[src/rtl/req_arb_pkg.sv]
// rtl/req_arb_pkg.sv - shared types and defaults for the round-robin request arbiter
package req_arb_pkg;

  localparam int DEF_N        = 4;
  localparam int DEF_MAX_HOLD = 8;

  typedef enum logic [1:0] {
    IDLE    = 2'd0,
    GRANT   = 2'd1,
    RELEASE = 2'd2
  } arb_state_t;

endpackage

[src/rtl/rr_pick.sv]
// rtl/rr_pick.sv - circular first-set-bit search over the request vector starting at ptr
module rr_pick
  import req_arb_pkg::*;
#(
  parameter int N   = DEF_N,
  parameter int IDW = $clog2(N)
) (
  input  logic [N-1:0]   req,
  input  logic [IDW-1:0] ptr,
  output logic           found,
  output logic [IDW-1:0] win_id
);

  // Scan ptr, ptr+1, ... wrapping at N; the first hit wins.
  always_comb begin
    logic [IDW:0]   v_sum;
    logic [IDW-1:0] v_idx;
    found  = 1'b0;
    win_id = '0;
    v_sum  = '0;
    v_idx  = '0;
    for (int k = 0; k < N; k++) begin
      v_sum = {1'b0, ptr} + (IDW+1)'(k);
      if (v_sum >= (IDW+1)'(N)) begin
        v_sum = v_sum - (IDW+1)'(N);
      end
      v_idx = v_sum[IDW-1:0];
      if (!found && req[v_idx]) begin
        found  = 1'b1;
        win_id = v_idx;
      end
    end
  end

endmodule

[src/rtl/req_rr_arbiter.sv]
// rtl/req_rr_arbiter.sv - round-robin arbiter with hold limit and one-cycle gap between grants
module req_rr_arbiter
  import req_arb_pkg::*;
#(
  parameter  int N        = DEF_N,
  parameter  int MAX_HOLD = DEF_MAX_HOLD,
  localparam int IDW      = $clog2(N)
) (
  input  logic           clk,
  input  logic           rst_n,
  input  logic [N-1:0]   req,
  output logic [N-1:0]   grant,
  output logic [IDW-1:0] grant_id,
  output logic           busy,
  output logic           timeout
);

  localparam int HW = $clog2(MAX_HOLD);

  arb_state_t     r_state;
  logic [N-1:0]   r_grant;
  logic [IDW-1:0] r_grant_id;
  logic           r_busy;
  logic           r_timeout;
  logic [IDW-1:0] r_ptr;
  logic [HW-1:0]  r_hold;

  arb_state_t     w_state_nxt;
  logic [N-1:0]   w_grant_nxt;
  logic [IDW-1:0] w_grant_id_nxt;
  logic           w_timeout_nxt;
  logic [IDW-1:0] w_ptr_nxt;
  logic [HW-1:0]  w_hold_nxt;
  logic           w_found;
  logic [IDW-1:0] w_win_id;
  logic [IDW-1:0] w_ptr_after;

  rr_pick #(.N(N), .IDW(IDW)) u_pick (
    .req    (req),
    .ptr    (r_ptr),
    .found  (w_found),
    .win_id (w_win_id)
  );

  // The grantee moves to the back of the rotation once its tenure ends.
  assign w_ptr_after = (r_grant_id == IDW'(N-1)) ? '0 : r_grant_id + 1'b1;

  // Next state and next registered outputs; IDLE and RELEASE arbitrate identically.
  always_comb begin
    w_state_nxt    = r_state;
    w_grant_nxt    = '0;
    w_grant_id_nxt = r_grant_id;
    w_timeout_nxt  = 1'b0;
    w_ptr_nxt      = r_ptr;
    w_hold_nxt     = r_hold;
    case (r_state)
      GRANT: begin
        if (!req[r_grant_id]) begin
          w_state_nxt = RELEASE;
          w_ptr_nxt   = w_ptr_after;
        end else if (r_hold == HW'(MAX_HOLD-1)) begin
          w_state_nxt   = RELEASE;
          w_ptr_nxt     = w_ptr_after;
          w_timeout_nxt = 1'b1;
        end else begin
          w_grant_nxt = r_grant;
          w_hold_nxt  = r_hold + 1'b1;
        end
      end
      default: begin
        if (w_found) begin
          w_state_nxt           = GRANT;
          w_grant_nxt[w_win_id] = 1'b1;
          w_grant_id_nxt        = w_win_id;
          w_hold_nxt            = '0;
        end else begin
          w_state_nxt = IDLE;
        end
      end
    endcase
  end

  // State and output registers; reset clears everything at once, even mid-tenure.
  always_ff @(posedge clk or negedge rst_n) begin
    if (!rst_n) begin
      r_state    <= IDLE;
      r_grant    <= '0;
      r_grant_id <= '0;
      r_busy     <= 1'b0;
      r_timeout  <= 1'b0;
      r_ptr      <= '0;
      r_hold     <= '0;
    end else begin
      r_state    <= w_state_nxt;
      r_grant    <= w_grant_nxt;
      r_grant_id <= w_grant_id_nxt;
      r_busy     <= |w_grant_nxt;
      r_timeout  <= w_timeout_nxt;
      r_ptr      <= w_ptr_nxt;
      r_hold     <= w_hold_nxt;
    end
  end

  assign grant    = r_grant;
  assign grant_id = r_grant_id;
  assign busy     = r_busy;
  assign timeout  = r_timeout;

endmodule
[config.mk]
export PLATFORM = sky130hd
export DESIGN_NAME = req_rr_arbiter
export DESIGN_NICKNAME = d
export VERILOG_FILES = /design/src/rtl/req_arb_pkg.sv /design/src/rtl/rr_pick.sv /design/src/rtl/req_rr_arbiter.sv
export SDC_FILE = /design/constraint.sdc
export NUM_CORES = 1
export LEC_CHECK = 0
export BUFFER_PORTS_ARGS = -buffer_cell sky130_fd_sc_hd__clkbuf_2
export CAP_MARGIN = 15
export CORE_UTILIZATION = 45
export CTS_BUF_LIST = sky130_fd_sc_hd__clkbuf_4 sky130_fd_sc_hd__clkbuf_8
export CTS_CLUSTER_DIAMETER = 120
export DETAILED_ROUTE_END_ITERATION = 10
export PLACE_DENSITY_LB_ADDON = 0.2
export SKIP_CTS_REPAIR_TIMING = 1
export SYNTH_ARGS = -nofsm -noshare
export SYNTH_HDL_FRONTEND = slang
export SYNTH_SLANG_ARGS = --single-unit
[constraint.sdc]
create_clock -name clk -period 4.5 [get_ports clk]
set_input_delay 0.45 -clock clk [delete_from_list [all_inputs] [get_ports clk]]
set_output_delay 0.45 -clock clk [all_outputs]
set_load 0.02 [all_outputs]
* Word-level counts from Yosys, hierarchy flattened
Cells that the tools add are included.
Operators by class: add/subtract/negate cells 9, order comparisons 11, equal/unequal tests 7, muxes and demuxes 42, bitwise operators 1, reductions and logical operators 12
Operator list (count):
- two-way mux 2 bit | 14
- less-than comparator 2 x 3 -> 1 bit, second input constant | 6
- two-way mux 4 bit | 4
- two-way mux 1 bit | 14
- two-way mux 3 bit | 4
- binary-select mux 1 bit (select 2 bit) | 5
- greater-or-equal comparator 3 bit, second input constant | 3
- subtractor 2 x 1 -> 2 bit, second input constant | 4
- adder 2 x 2 -> 3 bit, second input constant | 2
- logical AND 1 bit | 4
- != test 2 bit, second input constant | 2
- AND reduction 2 bit | 2
- OR reduction 4 bit | 1
- adder 2 x 1 -> 3 bit, second input constant | 1
- adder 3 x 1 -> 3 bit, second input constant | 1
- == test 3 bit, second input constant | 1
- greater-or-equal comparator 2 x 3 -> 1 bit, second input constant | 1
- zero test 1 bit | 3
- != test 3 bit, second input constant | 1
- AND reduction 3 bit | 1
- adder 2 x 1 -> 2 bit, second input constant | 1
- demux 1 bit (select 2 bit) | 1
- == test 2 x 1 -> 1 bit, second input constant | 1
- == test 2 bit, second input constant | 1
- other kinds (4) | 4
Word-level totals: flip-flop bits (word level) 15, bits of input ports 6, output and inout bits 8

* Longest topological paths before layout
Gate-level depths: netlist of the first run.
depth in word-level cells 21, gate-level depth with buffers 7, depth with buffers taken out 6

* By module
A second synthesis of the first run with hierarchy kept.
Unflattened totals: cell total of the unflattened synthesis 62, area, all modules 733.2 µm²
By module, submodules not included:
- req_rr_arbiter | times used 1, cells each 47, area an instance 655.6 µm², seq. area each 375.4 µm²
- rr_pick | times used 1, cells each 15, area an instance 77.6 µm², seq. area each 0.0 µm²

* Worst setup path before layout of the first run
OpenSTA, ideal clock, no wires.
path kind register to register, start point reg r_grant_id[0] (netlist: grant_id[0]), end point reg r_ptr[0], arrival 1608 ps, required time 4375 ps, path slack 2767 ps, stages on the path, launching flop included 4, path buffers 0, cells stage by stage dfrtp_1 mux4_2 a21oi_2 mux2_2
On the way: cells in the longest elaborated chain, start to end 4, elaborated cells between the ends (all ways) 9
RTL lines:
- start: declaration | RTL line req_rr_arbiter.sv:22 | logic [IDW-1:0] r_grant_id;
- start signal: assignment | RTL line req_rr_arbiter.sv:96 | r_grant_id <= w_grant_id_nxt;
- adder 2 x 1 -> 2 bit (tied with other cells) | RTL line req_rr_arbiter.sv:46 | assign w_ptr_after = (r_grant_id == IDW'(N-1)) ? '0 : r_grant_id + 1'b1;
- two-way mux 2 bit or two-way mux 1 bit (tied branches) | RTL line req_rr_arbiter.sv:46, req_rr_arbiter.sv:58
- two-way mux 2 bit or != test 2 x 1 -> 1 bit (tied branches)
- two-way mux 2 bit or AND reduction 2 bit (tied branches)
- end signal: assignment | RTL line req_rr_arbiter.sv:99 | r_ptr <= w_ptr_nxt;
- end: declaration | RTL line req_rr_arbiter.sv:25 | logic [IDW-1:0] r_ptr;
Several ways; a longest one is shown, not always the timed one. The select of a mux whose other input is x is not followed. A chain may end at the register's enable or synchronous reset.

* Worst setup path in the final report of the first run
Ends and elaborated chain as after synthesis.

==> impl.org, run 1 <==
** Outcome
- The run finished with clean final reports.

** STA
- Unrepaired setup endpoints after global routing :: no
- Setup violations remaining at the end of the flow were counted as 0.
- Post-layout min period :: 1.709 ns
- Maximum operating frequency :: 585.0 MHz
- The hold violation total from the final report was 0.
- Worst Max-Slew Pin Slew :: 0.8770 ns
- Final sum of negative setup slack :: 0 ns
- The worst pin sits at a relative slew slack of 40.89%.
- Pins Over Slew Limit :: 0
- Between clock sinks in the finished design, the worst skew comes to 0.006157 ns.
- Of the available clock period, the critical path in the final layout requires 37.99%.

** Job
- Number of max-cap violations :: 0

** Yosys
- The synthesized netlist contains 26 unique library cells.
- Synth Warn # :: 0
- After synthesis the cells add up to 726.9 sq um.
- dfrtp_1 takes more of the synthesized area than any other cell.
- Share of the synthesized area in the top cell type :: 51.64%
- Register area share after synthesis :: 51.64%
- Synthesis inferred 15 register bits.
- Sorting the synthesized cells by area gives the leading types as dfrtp_1 (52%), ha_1 (5.2%), nand2_1 (4.6%), o21ai_0 (3.4%), mux2_2 (3.1%).
- When the netlist entered floorplanning its net count stood at 75.
- After technology mapping, the gate count stands at 66.
- Mean cell area of the mapped netlist :: 11.01 sq um

** Cells and area
- After the last flow step, the layout net total stands at 92.
- Diodes inserted :: 0
- Leaving out fill and tap cells, the most frequent cell in the layout is dfrtp_1.
- Commonest cells after routing, fill and taps aside :: dfrtp_1 (15), clkbuf_2 (13), nand2_1 (9)
- Syn-to-layout area delta :: 13.94%
- Final design instance area without fill :: 828.3 sq um
- Cells with a size suffix above 1 make up 29.27% of the layout.

** Critical path
- Startpoint-to-endpoint class of the critical path :: flop to flop
- The worst setup path is captured at a flop.
- Depth of the most critical reg-to-reg path :: 3
- STA classifies the critical path startpoint as a flop.
- In this run the worst setup path begins at grant_id[0].
- For the worst setup path, the data arrival time is 1.88 ns.
- The startpoint identified for the worst register-to-register timing path is grant_id[0].
- Data on the critical path is required at its endpoint by 4.67 ns.
- For flop-to-flop paths, the worst setup slack is 2.79 ns.
- Of all nets on the critical path, the largest fanout is 5.
- Worst setup path end :: r_ptr[0]
- End of the worst register-to-register path :: r_ptr[0]

** Clocking
- CTS built an H-tree with a depth of 1.
- Clock latency on the worst-skew pair :: 0.28 ns
- The clock passes through at most 2 buffers.
- Clock tree sinks :: 15
- TritonCTS clock tree :: done
- Counting the buffers created by CTS gives 3.
- The tree is rooted in a clkbuf_4.
- Clock-pin slew was measured on the worst setup and hold paths at 0.09 ns.

** Detailed routing
- The count of nets left with antenna violations once routing finished came out at 0.
- In the routed design, unresolved DRC markers number 0.
- Total Wirelength :: 1306 um
- For this block, the initial DRC count from the detailed router was 6.
- In the final routed layout, each cell accounts on average for 13.33 um.
- Routed via count divided by cell count :: 5.612
- Initial DRT Pass Iterations :: 3
- Summing over every cut layer, the via total after detailed routing is 550.

** Die
- After floorplanning, the core was sized to cover 1506 sq um.
- I/O pin total :: 14
- Effective utilization at floorplan :: 48.26%
- In this run the horizontal extent of the chip is 42.19 um.
- Die area :: 1780 sq um
- Die Y :: 42.19 um
- Row count :: 14

** Global routing
- GRT Resource Usage Total :: 17.27%
- The total overflow left after global routing is 0.
- Via count of the first global-routing pass :: 519
- Entering global routing, the biggest net connects 16 pins.
- The number of antenna violations at the first check in global routing is 0.
- The first global-routing pass estimated 2297 um of wire.

** Placement
- Placed wire-length estimate :: 990.5 um
- Routability-driven placement congestion ratio :: 0.7090
- In this run the tool buffered the top-level ports with 13 buffer cells.
- In this run the cell area measured after placement is 800.8 sq um.

** Min path
- The tightest min-delay check is of the input pin to async pin type.

** Power and ir drop
- Power per cell area :: 689.2 nW/um^2
- Cell leakage power :: 0.4213 nW
- The worst-case IR drop observed on VDD is 0.3015 mV.
report_power, final:
part | internal (mW) | total [mW] | leakage, nW | switching [mW]
Combinational | 0.110 | 0.258 | 0.213 | 0.147
Clock | 0.0329 | 0.0748 | 0.0177 | 0.0419
Sequential | 0.190 | 0.238 | 0.191 | 0.0484
sequential cells by signal, summed over array words and instances, names as in the netlist:
name / cells
r_state: 2
grant_id: 2
busy: 1
grant: 4
r_ptr: 2
r_hold: 3
timeout: 1
worst max-delay path, cell delays in order (launching register included):
cell and delay, ns:
dfrtp_1 0.45, mux4_2 0.58, a21oi_2 0.22, mux2_2 0.35
worst min path at each step:
stage	from	end	slack (ns)
after floorplan	rst_n	busy	0.15
after global placement	rst_n	r_hold[2]	0.38
after detailed placement	rst_n	timeout	0.38
after CTS	rst_n	r_hold[1]	0.07
after global routing	rst_n	r_hold[1]	0.09
final	rst_n	busy	0.06
stage by stage:
stage | hold WS, ns | std cells | total power, mW | util, % | setup WS [ns]
finish | 0.06125 | 98 | 0.5708 | 54.98 | 2.791
global route | 0.08520 | 98 | 0.6152 | 54.98 | 2.718
CTS | 0.07029 | 98 | 0.5741 | 54.98 | 2.783
detailed placement | 0.3784 | 94 | 0.4980 | 53.16 | 2.537
global placement | 0.3767 | 94 | 0.4942 | 53.16 | 2.523
floorplan | 0.1544 | 66 | 0.4315 | - | 2.767
cell type report:
type	instances	area (sq um)
fillers	136	678.2
flip-flops and latches	15	375.4
multi-input cells	48	332.8
repair buffers	13	65.06
clock buffers	3	22.52
well taps	16	20.02
inverters	2	7.507
clock inverters	1	5.005
logic make-up after synthesis:
family | share of synthesized area [%]
AO/OA/AOI/OAI | 13.94
multiplexers | 7.573
buffers and inverters | 2.582
AND/OR/NAND/NOR | 19.11
adder cells (fa/ha/maj) | 5.164
flip-flops | 51.64
Yosys cell counts:
cell and instances:
nand2_1 9, mux2i_1 1, a21oi_1 2, nand2b_1 2
and3_4 1, buf_6 1, dfrtp_1 15, inv_1 2
a21oi_2 1, or3_1 1, and3_2 1, nor2b_1 2
a22o_1 2, a21o_1 1, nor2_1 3, o21ai_0 5
o21bai_1 1, o41ai_2 1, ha_1 3, mux4_2 1
a311oi_1 1, nand3_1 4, mux2_2 2, or2b_1 1
nor4_1 1, nor3_1 2
metal layers:
layer	part of all wire (%)	global-route usage (%)	vias up
met5	0	0	-
met4	1.5	9.375	0
met3	3.1	2.586	4
met2	46	25.23	10
met1	49	24.65	266
li1	-	-	270
No activity file was read; power rests on OpenSTA's default activity.
==> inputs of run 2 (changes only) <==
==> constraint.sdc (replaced) <==
create_clock -name clk -period 1.8 [get_ports clk]
set_input_delay 0.18 -clock clk [delete_from_list [all_inputs] [get_ports clk]]
set_output_delay 0.18 -clock clk [all_outputs]
set_load 0.02 [all_outputs]
==> impl.org, run 2 (synthesized netlist as in run 1, its figures left out) <==
** Cells and area
- The library cells used most frequently in the layout, excluding fill and tap cells, are dfrtp_1 (15), clkbuf_2 (13), nand2_1 (9).
- Final design instance area without fill :: 845.8 sq um (+2.1%)
- The area used by multi-input combinational logic is 332.8 sq um (unchanged).
- The combined flip-flop and latch cell area came to 375.4 sq um (unchanged).
- Diodes inserted :: 0 (unchanged)
- Layout cells sized above 1 :: 29.76% (+0.49 points)
- The count of filler cells inserted in the layout came to 137 (+0.74%).
- Max FFs per register :: 4 (unchanged)
- Commonest non-fill, non-tap cell in the layout :: dfrtp_1
- Compared with the post-synthesis result, the final layout area differs by 16.35%.
- Layout Nets :: 94 (+2.2%)
- The post-route core utilization came to 56.15% (+1.2 points).

** Critical path
- Data arrival at the endpoint of the critical path :: 1.85 ns (-0.03 ns)
- Type of element launching the critical path :: flop
- The required time of the worst setup path was 1.97 ns (-2.70 ns).
- The maximum fanout along the worst path came to 5 (unchanged).
- Startpoint-to-endpoint class of the critical path :: flop to flop
- Critical Path End Type :: flop

** STA
- The final setup violation count was 0 (unchanged).
- The setup TNS was 0 ns (unchanged).
- Worst Max-Slew Pin Slew :: 0.3862 ns (-0.4908 ns)
- Post-layout min period :: 1.681 ns (-0.02845 ns)
- Setup repair after global routing left no endpoint under its margin.
- Minimum hold slack :: 0.3279 ns (+0.2666 ns)
- Final critical-path share of the clock period :: 93.38% (+55 points)
- Final Hold Fails :: 0 (unchanged)
- The clock tree skew after final layout was 0.003706 ns (-0.002451 ns).
- Pins Over Slew Limit :: 0 (unchanged)
- The maximum operating frequency was 594.9 MHz (+1.7%).
- The worst slew margin relative to its limit came to 73.97% (+33 points).

** Global routing
- Via count of the first global-routing pass :: 537 (+3.5%)
- Maximum number of pins on one net before global-route repair :: 16 (unchanged)
- The overall global routing resource usage was 18.84% (+1.6 points).
- Antenna violations before repair :: 0 (unchanged)
- First-pass GRT wire length :: 2401 um (+4.5%)
- Final global-route overflow total :: 0 (unchanged)

** Outcome
- The flow ran to the end, and the final reports show no timing, DRC or antenna violations.

** Die
- Row count :: 14 (unchanged)
- The floorplan core area was 1506 sq um (unchanged).
- The initial standard-cell utilization of the core is 48.26% (unchanged).
- Die X :: 42.19 um (unchanged)
- Die area :: 1780 sq um (unchanged)
- Die Y :: 42.19 um (unchanged)
- The count of boundary I/O pins was 14 (unchanged).

** Detailed routing
- Total Wirelength :: 1320 um (+1.1%)
- Routed wire length per instance :: 13.20 um (-0.95%)
- DRC viols :: 0 (unchanged)
- Routed via count divided by cell count :: 5.500 (-2.0%)
- The via total after detailed routing is 550 (unchanged).
- The remaining number of nets flagged by the antenna check after routing came to 0 (unchanged).
- Detailed router's first-iteration violation count :: 9 (+3)
- The first-pass detailed-route iteration total is 4 (+1).

** Clocking
- The count of H-tree levels built during CTS was 1 (unchanged).
- Clk Tree Root Cell :: clkbuf_4
- The number of sinks driven by the clock tree is 15 (unchanged).
- The clock input transition at the sequential cells of the worst setup and hold paths is 0.09 ns (about the same).
- TritonCTS built the clock tree.
- The total clock buffers created by CTS is 3 (unchanged).
- Number of buffers between clock root and the deepest sink :: 2 (unchanged)
- The clock insertion delay at the later pin of the skew report came to 0.28 ns (about the same).

** Min path
- The min-delay analysis places its worst path in the category input pin to flop.

** Power and ir drop
- Max VDD drop :: 0.8045 mV (+170%)
- Total power draw :: 1.446 mW (+150%)
- Power per cell area :: 1710 nW/um^2 (+150%)
- Cell leakage power :: 0.4303 nW (+2.1%)

** Placement
- The routability congestion estimate from global placement came to 0.7173 (+1.2%).
- The half-perimeter wire length after placement was 1012 um (+2.2%).
- The area of placed instances is 808.3 sq um (+0.94%).
- Count of input and output buffers :: 13 (unchanged)

** Job
- Number of max-cap violations :: 0 (unchanged)
## run 2: cell count changes in the layout (fill, tap and decap cells not counted), sizes merged
cell	delta
buf	+1
dlygate4sd3	+1
## run 2: final timing paths
path,from,end,slack (ns),depth (start not counted)
min reg2reg,r_hold[0],r_hold[0],0.51,1
max reg2reg,grant_id[0],r_ptr[0],0.12,3
min in group asynchronous,rst_n,r_hold[2],0.34,2
max in group asynchronous,rst_n,grant_id[0],1.20,2
max,grant_id[0],r_ptr[0],0.12,3
min,req[3],grant_id[1],0.33,3
## run 2: layout make-up
cell class                      instances  share of cell area, %
Sequential cell                        15                  44.38
Multi-Input combinational cell         48                  39.35
Timing Repair Buffer                   15                  9.763
Clock buffer                            3                  2.663
Tap cell                               16                  2.367
Inverter                                2                 0.8876
Clock inverter                          1                 0.5917
## run 2: worst max-delay path, cell delays in order, from the launching register on
cell,delay (ns)
dfrtp_1,0.44
mux4_2,0.58
a21oi_2,0.21
mux2_2,0.35
## run 2: power by group
| group | switching, mW | internal [mW] | leakage [nW] |
|---|---|---|---|
| clock | 0.108 | 0.0824 | 0.0177 |
| combinational | 0.374 | 0.293 | 0.222 |
| sequential | 0.113 | 0.475 | 0.191 |
| total | 0.596 | 0.851 | 0.430 |
## run 2: metal layers
layer / vias to the layer above / track usage (%) / share of wire [%]
li1: 271 / - / -
met1: 265 / 24.15 / 49
met2: 12 / 27.38 / 47
met3: 2 / 5.172 / 3.3
met4: 0 / 13.13 / 1.4
met5: - / 0 / 0
## run 2: through the flow
stage,std cells,setup slack [ns]
4_1_cts,99,0.1178
3_3_place_gp,95,0.1751
5_1_grt,100,0.06496
3_5_place_dp,95,0.1234
2_1_floorplan,66,0.06683
6_report,100,0.1191
